$ cat src/rtl/mem_pkg.sv
// rtl/mem_pkg.sv - shared constants and FSM state encoding for the 512x32 memory subsystem
package mem_pkg;

   localparam int MEM_ADDR_W = 9;
   localparam int MEM_DATA_W = 32;
   localparam int MEM_DEPTH  = 512;
   localparam int CNT_W      = 4;

   typedef enum logic [1:0] {
      ST_IDLE   = 2'd0,
      ST_ACCESS = 2'd1,
      ST_DONE   = 2'd2
   } state_t;

endpackage

$ cat src/rtl/mem_wait_counter.sv
// rtl/mem_wait_counter.sv - loadable down-counter that times the memory access window
module mem_wait_counter
   import mem_pkg::*;
(
   input  logic             clk,
   input  logic             reset,
   input  logic             load,
   input  logic [CNT_W-1:0] load_val,
   input  logic             dec,
   output logic             zero
);

   logic [CNT_W-1:0] count;

   // Saturates at zero so an idle decrement never wraps to 15.
   always_ff @(posedge clk or posedge reset) begin
      if (reset) begin
         count <= '0;
      end else if (load) begin
         count <= load_val;
      end else if (dec && (count != '0)) begin
         count <= count - 1'b1;
      end
   end

   assign zero = (count == '0);

endmodule

$ cat src/rtl/mem_initiator.sv
// rtl/mem_initiator.sv - single-outstanding CPU-side read/write initiator for the 512x32 memory
module mem_initiator
   import mem_pkg::*;
#(
   parameter int DATA_W      = MEM_DATA_W,
   parameter int ADDR_W      = MEM_ADDR_W,
   parameter int WAIT_CYCLES = 1
) (
   input  logic              clk,
   input  logic              reset,
   input  logic              req_valid,
   output logic              req_ready,
   input  logic              req_write,
   input  logic [31:0]       req_addr,
   input  logic [DATA_W-1:0] req_wdata,
   output logic              rsp_valid,
   output logic [DATA_W-1:0] rsp_rdata,
   output logic              rsp_err,
   output logic [ADDR_W-1:0] mem_addr,
   output logic [DATA_W-1:0] mem_din,
   output logic              mem_write,
   input  logic [DATA_W-1:0] mem_dout
);

   localparam logic [CNT_W-1:0] WAIT_LOAD = CNT_W'(WAIT_CYCLES - 1);

   state_t state;
   state_t next_state;
   logic   fire;
   logic   addr_bad;
   logic   cnt_zero;
   logic   last_cycle;
   logic   wr_q;
   logic   err_q;

   assign fire       = req_valid && (state == ST_IDLE);
   assign addr_bad   = (req_addr[31:ADDR_W] != '0);
   assign last_cycle = (state == ST_ACCESS) && cnt_zero;

   mem_wait_counter u_wait (
      .clk      (clk),
      .reset    (reset),
      .load     (fire && !addr_bad),
      .load_val (WAIT_LOAD),
      .dec      (state == ST_ACCESS),
      .zero     (cnt_zero)
   );

   always_ff @(posedge clk or posedge reset) begin
      if (reset) begin
         state <= ST_IDLE;
      end else begin
         state <= next_state;
      end
   end

   always_comb begin
      next_state = state;
      case (state)
         ST_IDLE: begin
            if (fire) begin
               next_state = addr_bad ? ST_DONE : ST_ACCESS;
            end
         end
         ST_ACCESS: begin
            if (cnt_zero) begin
               next_state = ST_DONE;
            end
         end
         ST_DONE: next_state = ST_IDLE;
         default: next_state = ST_IDLE;
      endcase
   end

   // Decoded straight from state so an async reset removes mem_write immediately.
   always_comb begin
      req_ready = (state == ST_IDLE);
      rsp_valid = (state == ST_DONE);
      rsp_err   = (state == ST_DONE) && err_q;
      mem_write = last_cycle && wr_q;
   end

   // An errored request leaves the memory lines at their previous values.
   always_ff @(posedge clk or posedge reset) begin
      if (reset) begin
         mem_addr  <= '0;
         mem_din   <= '0;
         wr_q      <= 1'b0;
         err_q     <= 1'b0;
         rsp_rdata <= '0;
      end else begin
         if (fire) begin
            wr_q <= req_write;
            if (addr_bad) begin
               err_q <= 1'b1;
            end else begin
               mem_addr <= req_addr[ADDR_W-1:0];
               mem_din  <= req_wdata;
            end
         end
         if (state == ST_DONE) begin
            err_q <= 1'b0;
         end
         if (last_cycle && !wr_q) begin
            rsp_rdata <= mem_dout;
         end
      end
   end

endmodule

$ cat config.mk
export PLATFORM = sky130hd
export DESIGN_NAME = mem_initiator
export DESIGN_NICKNAME = d
export VERILOG_FILES = /design/src/rtl/mem_pkg.sv /design/src/rtl/mem_wait_counter.sv /design/src/rtl/mem_initiator.sv
export SDC_FILE = /design/constraint.sdc
export NUM_CORES = 1
export LEC_CHECK = 0
export ABC_AREA = 1
export CAP_MARGIN = 20
export CORE_UTILIZATION = 37
export CTS_CLUSTER_SIZE = 25
export DETAILED_ROUTE_END_ITERATION = 8
export PLACE_DENSITY_LB_ADDON = 0.1
export SYNTH_ARGS = -nofsm -noshare
export SYNTH_HDL_FRONTEND = slang
export SYNTH_HIERARCHICAL = 1
export SYNTH_SLANG_ARGS = --single-unit
$ cat constraint.sdc
create_clock -name clk -period 2.53 [get_ports clk]
set_input_delay 0.506 -clock clk [delete_from_list [all_inputs] [get_ports clk]]
set_output_delay 0.506 -clock clk [all_outputs]
set_load 0.005 [all_outputs]
**Yosys cells after proc, flatten, opt, wreduce, memory -nomap -nowiden**

Index checks and enable logic that the tools add are counted.

- Register bits: 81
- Bits of input ports: 100
- Output and inout port bits: 77
- Logic and storage cells: 41

- Add/subtract/negate cells: 1
- Equal/unequal tests: 4
- Multiplexer cells: 9
- Bitwise operators: 1
- Reduce and logical (&&, ||, !) cells: 19

Operator list:

| cell | count |
|---|---|
| nonzero test 23 bit | 1 |
| 2-to-1 mux 4 bit | 2 |
| logical AND 1 bit | 7 |
| 2-to-1 mux 2 bit | 3 |
| AND reduction 2 bit | 3 |
| nonzero test 2 bit | 3 |
| logical NOT 4 bit | 1 |
| case mux 2 bit (2 select lines) | 1 |
| nonzero test 4 bit | 1 |
| subtractor 4 x 1 -> 4 bit, second input constant | 1 |
| 2-to-1 mux 1 bit | 3 |
| == test 2 x 1 -> 1 bit, second input constant | 1 |
| == test 2 bit, second input constant | 1 |
| logical NOT 1 bit | 2 |
| logical NOT 2 bit | 1 |
| inequality test 2 x 1 -> 1 bit, second input constant | 1 |
| inequality test 2 bit, second input constant | 1 |
| NOT 1 bit | 1 |

**Longest topological paths before layout**

Gate-level depths: netlist of the first run.

- Depth after elaboration: 4
- Depth in mapped cells: 13
- Mapped depth without buffers: 12

**By module**

The synthesis of the first run kept the hierarchy.

By module, submodules not included:

| module | instances | cells each | area an instance (µm²) | sequential area each (µm²) |
|---|---|---|---|---|
| mem_initiator | 1 | 297 | 3,285.7 | 1,926.8 |
| mem_wait_counter | 1 | 47 | 299.0 | 100.1 |

**Worst setup path after synthesis of the first run**

OpenSTA, ideal clock, no wires.

- Path type: input -> register
- From: in req_addr[31]
- To: reg u_wait.count[3]
- Setup time: 0.116 ns
- Data arrival time: 1.578 ns
- Data required time: 2.414 ns
- Slack: 0.836 ns
- Stages on the path: 11
- Buffers on the path: 1
- Cell sequence: nor2_1 > nand2_1 > nor2_2 > nand4_4 > buf_2 > inv_1 > inv_2 > nand3b_1 > nand2_1 > clkinv_1 > nand2_1

- Cells in the longest elaborated chain, start to end: 4
- Elaborated cells on any way between the ends: 5
- Those cells by class: 1 x mux; 4 x reduce/logical

Ends and longest elaborated chain:

| item | RTL line | source |
|---|---|---|
| start: declaration | mem_initiator.sv:14 | `input logic [31:0] req_addr,` |
| nonzero test 23 bit * | mem_initiator.sv:37 | `assign addr_bad = (req_addr[31:ADDR_W] != '0);` |
| logical NOT 1 bit * | mem_initiator.sv:43 | `.load (fire && !addr_bad),` |
| logical AND 1 bit * | mem_initiator.sv:43 |  |
| 2-to-1 mux 4 bit or nonzero test 2 bit (tied branches) | - |  |
| end signal: assignment | mem_wait_counter.sv:20 | `count <= load_val;` |
| end signal: assignment | mem_wait_counter.sv:22 | `count <= count - 1'b1;` |
| end: declaration | mem_wait_counter.sv:13 | `logic [CNT_W-1:0] count;` |

Every way passes the cells marked *; elsewhere a longest branch is shown, timed or not.
A chain may end at the register's enable or synchronous reset.

**Worst setup path in the final report of the first run**

- From: reg u_wait.count[0]
- To: out mem_write

- Cells in the longest elaborated chain, start to end: 3

Ends and longest elaborated chain:

| item | RTL line | source |
|---|---|---|
| logical NOT 4 bit | mem_wait_counter.sv:26 | `assign zero = (count == '0);` |
| named net cnt_zero | mem_initiator.sv:31 | `logic cnt_zero;` |
| logical AND 1 bit | mem_initiator.sv:38 | `assign last_cycle = (state == ST_ACCESS) && cnt_zero;` |
| logical AND 1 bit | mem_initiator.sv:80 | `mem_write = last_cycle && wr_q;` |
| end: declaration | mem_initiator.sv:21 | `output logic mem_write,` |

The timed path passes the listed nets, and every way through them passes these cells.

==> metrics, run 1 <==
maximum fanout count along the critical path=3; Starting Density=0.384; area fraction of the dominant cell type after synthesis=0.565; number of top-level design ports=177; max-capacitance violation count=0; final setup violating endpoints=0; total half-perimeter wirelength after legalization and detailed placement=6610 µm; Reg clk slew, reported paths=80 ps; async set or reset register ratio after synthesis=1.00; Critical Path End Type=primary output; synthesized cell area=3580 µm²; vias per cell=4.56; dominant synthesized flop cell=sky130_fd_sc_hd__dfrtp_1; row count=35; # fillers=841; final setup skew=9.58 ps; total via count after detailed routing=3010; largest cells by area after synthesis=sky130_fd_sc_hd__dfrtp_1, sky130_fd_sc_hd__mux2_4, sky130_fd_sc_hd__nand2_1, sky130_fd_sc_hd__nand3_1, sky130_fd_sc_hd__buf_6; leakage dissipation=2.76 nW; CTS H-Tree Depth=3; global-route wire length before repair=14900 µm; count of different cell masters after synthesis=23; remaining routing DRC violations=0; Root Buffer Master=sky130_fd_sc_hd__clkbuf_8; Die W=100 µm; WP data arrival=1880 ps; Cell Count Post-Placement=644; via count of the first global-routing pass=3124; startpoint types=register; area taken by flip-flops and latches=2030 µm²; Final Max Tran Viols=0; antenna-violating nets left=0; Yosys Warn Count=6; count of buffers added by post-CTS timing repair for setup=0; wire length reported by the detailed router=9200 µm; maximum vdd drop=291 µV; Final Hold Vio Count=0; max-slew headroom at the worst pin=0.618; pin slew with the least headroom to its limit=574 ps; number of antenna repair diodes=0; RSZ-0062 raised after global routing=no; critical path class=register to primary output; combined area of the multi-input logic cells=1380 µm²; TritonCTS clock tree=yes; total of hold buffers inserted after clock tree synthesis=0; power per cell area=487 nW/µm²; post-synthesis area per instance=10.4 µm²; maximum number of pins on one net before global-route repair=44; sum of negative setup slack=0 ps; routed length per instance=13.9 µm; floorplan core area=9330 µm²; Hold/Removal Path Class=input port to async pin; worst-skew pair later-pin latency=340 ps; 1st-pass router iterations=4; maximum root-to-sink buffer count=2; time the worst path needs with I/O delays and setup=2380 ps; aggregate global-route resource usage=0.190; clock buffer count from CTS=9; antenna violations before repair=0; final worst path period share=0.942; IO buf count=176; full die area=10100 µm²; Achievable Freq=0.420 GHz; fraction of final layout cells sized beyond drive strength 1=0.137; most area-hungry cell type in the Yosys netlist=sky130_fd_sc_hd__dfrtp_1; Post-synth EDFFs=0; Crit path required time=2020 ps; sequential-to-total area share from yosys stat=0.565; NumNets Final=627; gr ovfl total=0; status=finished clean; Iteration-0 DRC Markers=117; routability congestion estimate from global placement=0.776; vertical die dimension=100 µm; Non-Filler Instances=660; instance count of the mapped netlist=344; sink count of the clock tree=81; register bit total from synthesis=81; growth of design area from synthesis to finish=59.5%
-- cells by family after synthesis --
| group | synth area share |
|---|---|
| adders and majority gates | 0.00349 |
| other | 0.00105 |
| and+or+nand+nor | 0.235 |
| muxes | 0.132 |
| DFF | 0.565 |
| buffers and inverters | 0.0531 |
| AOI/OAI and AO/OA | 0.0105 |
-- metal layers --
| layer | GRT usage | part of all wire | wire length [µm] |
|---|---|---|---|
| met5 | 0 | 0 | 0 |
| met4 | 0.0825 | 0.023 | 213 |
| met3 | 0.0599 | 0.087 | 803 |
| met2 | 0.309 | 0.47 | 4290 |
| met1 | 0.234 | 0.42 | 3900 |
-- worst paths after layout --
kind | start | endpoint | slack [ps] | depth (start not counted)
worst max-delay path | u_wait/count[0] | mem_write | 150 | 7
worst min-delay path | reset | u_wait/count[2] | 410 | 2
min in group clk | mem_addr[8] | mem_addr[8] | 470 | 2
max in group asynchronous | reset | rsp_rdata[0] | 1420 | 3
worst min register to register | mem_addr[8] | mem_addr[8] | 470 | 2
worst max register to register | u_wait/count[0] | rsp_rdata[30] | 660 | 7
-- registers in the layout, summed over array words and instances (netlist names) --
register / flops
wr_q: 1
mem_din: 32
mem_addr: 9
rsp_rdata: 32
state: 2
err_q: 1
u_wait/count: 4
-- critical path: stages, from the launching register on --
cell	delay, ps
sky130_fd_sc_hd__dfrtp_1	390
sky130_fd_sc_hd__inv_1	100
sky130_fd_sc_hd__ha_2	210
sky130_fd_sc_hd__nand2_2	80
sky130_fd_sc_hd__inv_2	90
sky130_fd_sc_hd__nand2_1	70
sky130_fd_sc_hd__nor2_1	90
sky130_fd_sc_hd__clkdlybuf4s50_1	500
-- cells in the final DEF (no fill, tap or decap), drive strengths merged, types with 6 or more instances in the layout --
cell           synthesis  final
inv                   18     17
nor2                  21     21
dfrtp                 81     81
nand2                118    118
buf                   15      7
clkdlybuf4s50          0    176
clkbuf                 0     11
o21ai                  6      6
mux2                  32     32
nand3                 45     45
-- final cells by class --
class | instances | share of cell area
multi-input cells | 232 | 0.242
flip-flops and latches | 81 | 0.355
repair buffers | 183 | 0.322
clock inverters | 5 | 0.0182
clock buffers | 11 | 0.0230
well taps | 129 | 0.0282
inverters | 19 | 0.0127
-- cells in the mapped netlist (2+ instances only) --
| cell | instances |
|---|---|
| sky130_fd_sc_hd__nand3_1 | 44 |
| sky130_fd_sc_hd__buf_6 | 7 |
| sky130_fd_sc_hd__dfrtp_1 | 81 |
| sky130_fd_sc_hd__nor2_1 | 15 |
| sky130_fd_sc_hd__buf_2 | 8 |
| sky130_fd_sc_hd__o21ai_0 | 6 |
| sky130_fd_sc_hd__nor2_2 | 4 |
| sky130_fd_sc_hd__nand2_1 | 114 |
| sky130_fd_sc_hd__inv_1 | 13 |
| sky130_fd_sc_hd__mux2_4 | 30 |
| sky130_fd_sc_hd__mux2_2 | 2 |
| sky130_fd_sc_hd__nand3b_1 | 2 |
| sky130_fd_sc_hd__nand2_2 | 3 |
| sky130_fd_sc_hd__nor2_4 | 2 |
| sky130_fd_sc_hd__inv_2 | 5 |
-- through the flow --
stage / hold WS, ps / setup WS, ps / area, µm² / power (mW) / utilization
global placement: 452 / 475 / 5480 / 1.69 / 0.587
finish: 406 / 147 / 5720 / 2.79 / 0.613
floorplan: 272 / 57.3 / 3600 / 1.46 / -
global route: 423 / 13.5 / 5720 / 2.91 / 0.613
CTS: 396 / 64.4 / 5710 / 2.83 / 0.613
detailed placement: 458 / 446 / 5480 / 1.70 / 0.587
-- repair_timing --
| action | in CTS | in global routing |
|---|---|---|
| hold endpoints to repair | 0 | 0 |
| resized for setup | 0 | 2 |
| setup endpoints to repair | 0 | 1 |
-- report_power, final --
group / total, mW / internal, mW / switching (mW)
registers: 1.34 / 1.32 / 0.0164
logic: 0.326 / 0.226 / 0.100
clock network: 1.12 / 0.657 / 0.461
Note: power is estimated with default switching activity, not from simulation.
==> run 2: changes to the inputs <==
--- a/config.mk
+++ b/config.mk
@@ -6,6 +6,7 @@
 export NUM_CORES = 1
 export LEC_CHECK = 0
 export ABC_AREA = 1
+export ABC_CLOCK_PERIOD_IN_PS = 2530
 export CAP_MARGIN = 20
 export CORE_UTILIZATION = 37
 export CTS_CLUSTER_SIZE = 25
==> constraint.sdc (replaced) <==
create_clock -name clk -period 2.53 [get_ports clk]
set_input_delay 0.506 -clock clk [delete_from_list [all_inputs] [get_ports clk]]
set_output_delay 0.506 -clock clk [all_outputs]
set_load 0.05 [all_outputs]
==> metrics, run 2 (synthesis results as in run 1) <==
status=finished clean; leakage dissipation=2.78 nW (+0.61%); maximum vdd drop=323 µV (+11%); Reg clk slew, reported paths=90 ps (about the same); routed length per instance=13.5 µm (-3.5%); post_cts resized=0 (unchanged); worst-skew pair later-pin latency=330 ps (about the same); max-slew headroom at the worst pin=0.616 (-0.00139); sum of negative setup slack=0 ps (unchanged); TritonCTS clock tree=yes; WP data arrival=1800 ps (-80 ps); antenna-violating nets left=0 (unchanged); final worst path period share=0.910 (-0.0324); 1st-pass router iterations=4 (unchanged); antenna violations before repair=0 (unchanged); fraction of final layout cells sized beyond drive strength 1=0.136 (-0.00163); total half-perimeter wirelength after legalization and detailed placement=6570 µm (-0.62%); clock buffer count from CTS=9 (unchanged); power per cell area=519 nW/µm² (+6.4%); maximum fanout count along the critical path=4 (+1); via count of the first global-routing pass=2963 (-5.2%); final setup violating endpoints=0 (unchanged); global-route wire length before repair=14600 µm (-2.0%); startpoint types=register; gr ovfl total=0 (unchanged); R2R depth=7 (unchanged); vias per cell=4.55 (-0.28%); Hold/Removal Path Class=input port to async pin; Final Hold Vio Count=0 (unchanged); cell-by-cell trace of the critical path=inv_2, nor3_1, clkdlybuf4s50_1; full die area=10100 µm² (unchanged); growth of design area from synthesis to finish=59.9%; Post-Place Worst Slack=385 ps (-61.5 ps); highest-count cells in the layout ignoring fill and taps=sky130_fd_sc_hd__clkdlybuf4s50_1, sky130_fd_sc_hd__nand2_1, sky130_fd_sc_hd__dfrtp_1, sky130_fd_sc_hd__nand3_1, sky130_fd_sc_hd__mux2_4; max-capacitance violation count=0 (unchanged); wire length reported by the detailed router=8870 µm (-3.6%); count of buffers added by post-CTS timing repair for setup=0 (unchanged); RSZ-0062 raised after global routing=no; IO buf count=176 (unchanged); slack of the critical path=229 ps (+81.9 ps); maximum number of pins on one net before global-route repair=44 (unchanged); Die W=100 µm (unchanged); total of hold buffers inserted after clock tree synthesis=0 (unchanged); floorplan core area=9330 µm² (unchanged); time the worst path needs with I/O delays and setup=2300 ps (-81.9 ps); crit-path max cell delay=830 ps (+330 ps); Critical R2R Launch=u_wait/count[0]; number of antenna repair diodes=0 (unchanged); maximum root-to-sink buffer count=2 (unchanged); total via count after detailed routing=2997 (-0.43%); Final Max Tran Viols=0 (unchanged); NumNets Final=627 (unchanged); pin slew with the least headroom to its limit=576 ps (+2.08 ps); Critical Path End Type=primary output; reg2reg end=rsp_rdata[30]; cell with the biggest individual delay on the critical path=sky130_fd_sc_hd__clkdlybuf4s50_1; Iteration-0 DRC Markers=79 (-32%); critical path class=register to primary output; Starting Density=0.384 (unchanged); Pwr Total=2.97 mW (+6.7%); aggregate global-route resource usage=0.184 (-0.00634); routability congestion estimate from global placement=0.735 (-5.3%); Regs by FF count=mem_din (32), rsp_rdata (32), mem_addr (9); vertical die dimension=100 µm (unchanged); most frequent standard cell in the layout excluding fill and tap cells=sky130_fd_sc_hd__clkdlybuf4s50_1; CTS H-Tree Depth=3 (unchanged); Achievable Freq=0.435 GHz (+3.6%); number of top-level design ports=177 (unchanged); reg-to-reg setup timing slack=540 ps (-120 ps); Crit path required time=2020 ps (about the same); final setup skew=12.6 ps (+3.02 ps); # fillers=806 (-4.2%); remaining routing DRC violations=0 (unchanged); sink count of the clock tree=81 (unchanged); row count=35 (unchanged); Root Buffer Master=sky130_fd_sc_hd__clkbuf_8
-- run 2: cell count changes in the layout (fill, tap and decap cells not counted) --
cell	before	now
sky130_fd_sc_hd__buf_4	5	6
sky130_fd_sc_hd__bufinv_16	3	4
sky130_fd_sc_hd__clkbuf_1	2	1
sky130_fd_sc_hd__clkdlybuf4s50_1	176	175
sky130_fd_sc_hd__clkinv_2	2	1
sky130_fd_sc_hd__ha_1	0	1
sky130_fd_sc_hd__ha_2	1	0
sky130_fd_sc_hd__inv_1	11	12
sky130_fd_sc_hd__inv_2	6	5
-- run 2: worst max path at each step --
stage | start | endpoint | slack, ps | cells after the start
after CTS | state[1] | rsp_err | 200 | 3
after floorplan | reset | err_q | 60 | 1
final | state[1] | rsp_err | 230 | 3
after detailed placement | req_addr[26] | mem_din[4] | 380 | 9
after global placement | req_addr[26] | mem_din[16] | 420 | 9
after global routing | state[1] | rsp_err | 140 | 3
-- run 2: area by class of cell --
class / count / area [µm²] / share of cell area
multi-input combinational: 232 / 1380 / 0.241
tap: 129 / 161 / 0.0282
sequential: 81 / 2030 / 0.354
timing repair buffer: 183 / 1840 / 0.320
clock buffer: 10 / 128 / 0.0223
inverter: 19 / 72.6 / 0.0127
clock inverter: 5 / 129 / 0.0225
-- run 2: report_power, final --
group	internal (mW)	switching, mW
sequential	1.32	0.0161
clock	0.753	0.450
combinational	0.226	0.204
total	2.30	0.670
-- run 2: metal layers --
layer,vias to the layer above,track usage,share of wire
li1,1461,-,-
met1,1395,0.240,0.45
met4,0,0.0602,0.0096
met3,7,0.0578,0.089
met5,-,0,0
met2,134,0.292,0.45
-- run 2: metrics by stage --
step           cells  hold WS, ps  utilization  area, µm²
4_1_cts          659          393        0.615       5730
3_5_place_dp     644          457        0.587       5480
2_1_floorplan    347          272            -       3600
3_3_place_gp     644          452        0.587       5480
5_1_grt          659          414        0.615       5730
6_report         659          410        0.615       5730
-- run 2: worst max-delay path, delay by kind of cell (launching register included) --
family	cells	cell delay, ps
and+or+nand+nor	1	170
DFF	1	400
buffers and inverters	2	890
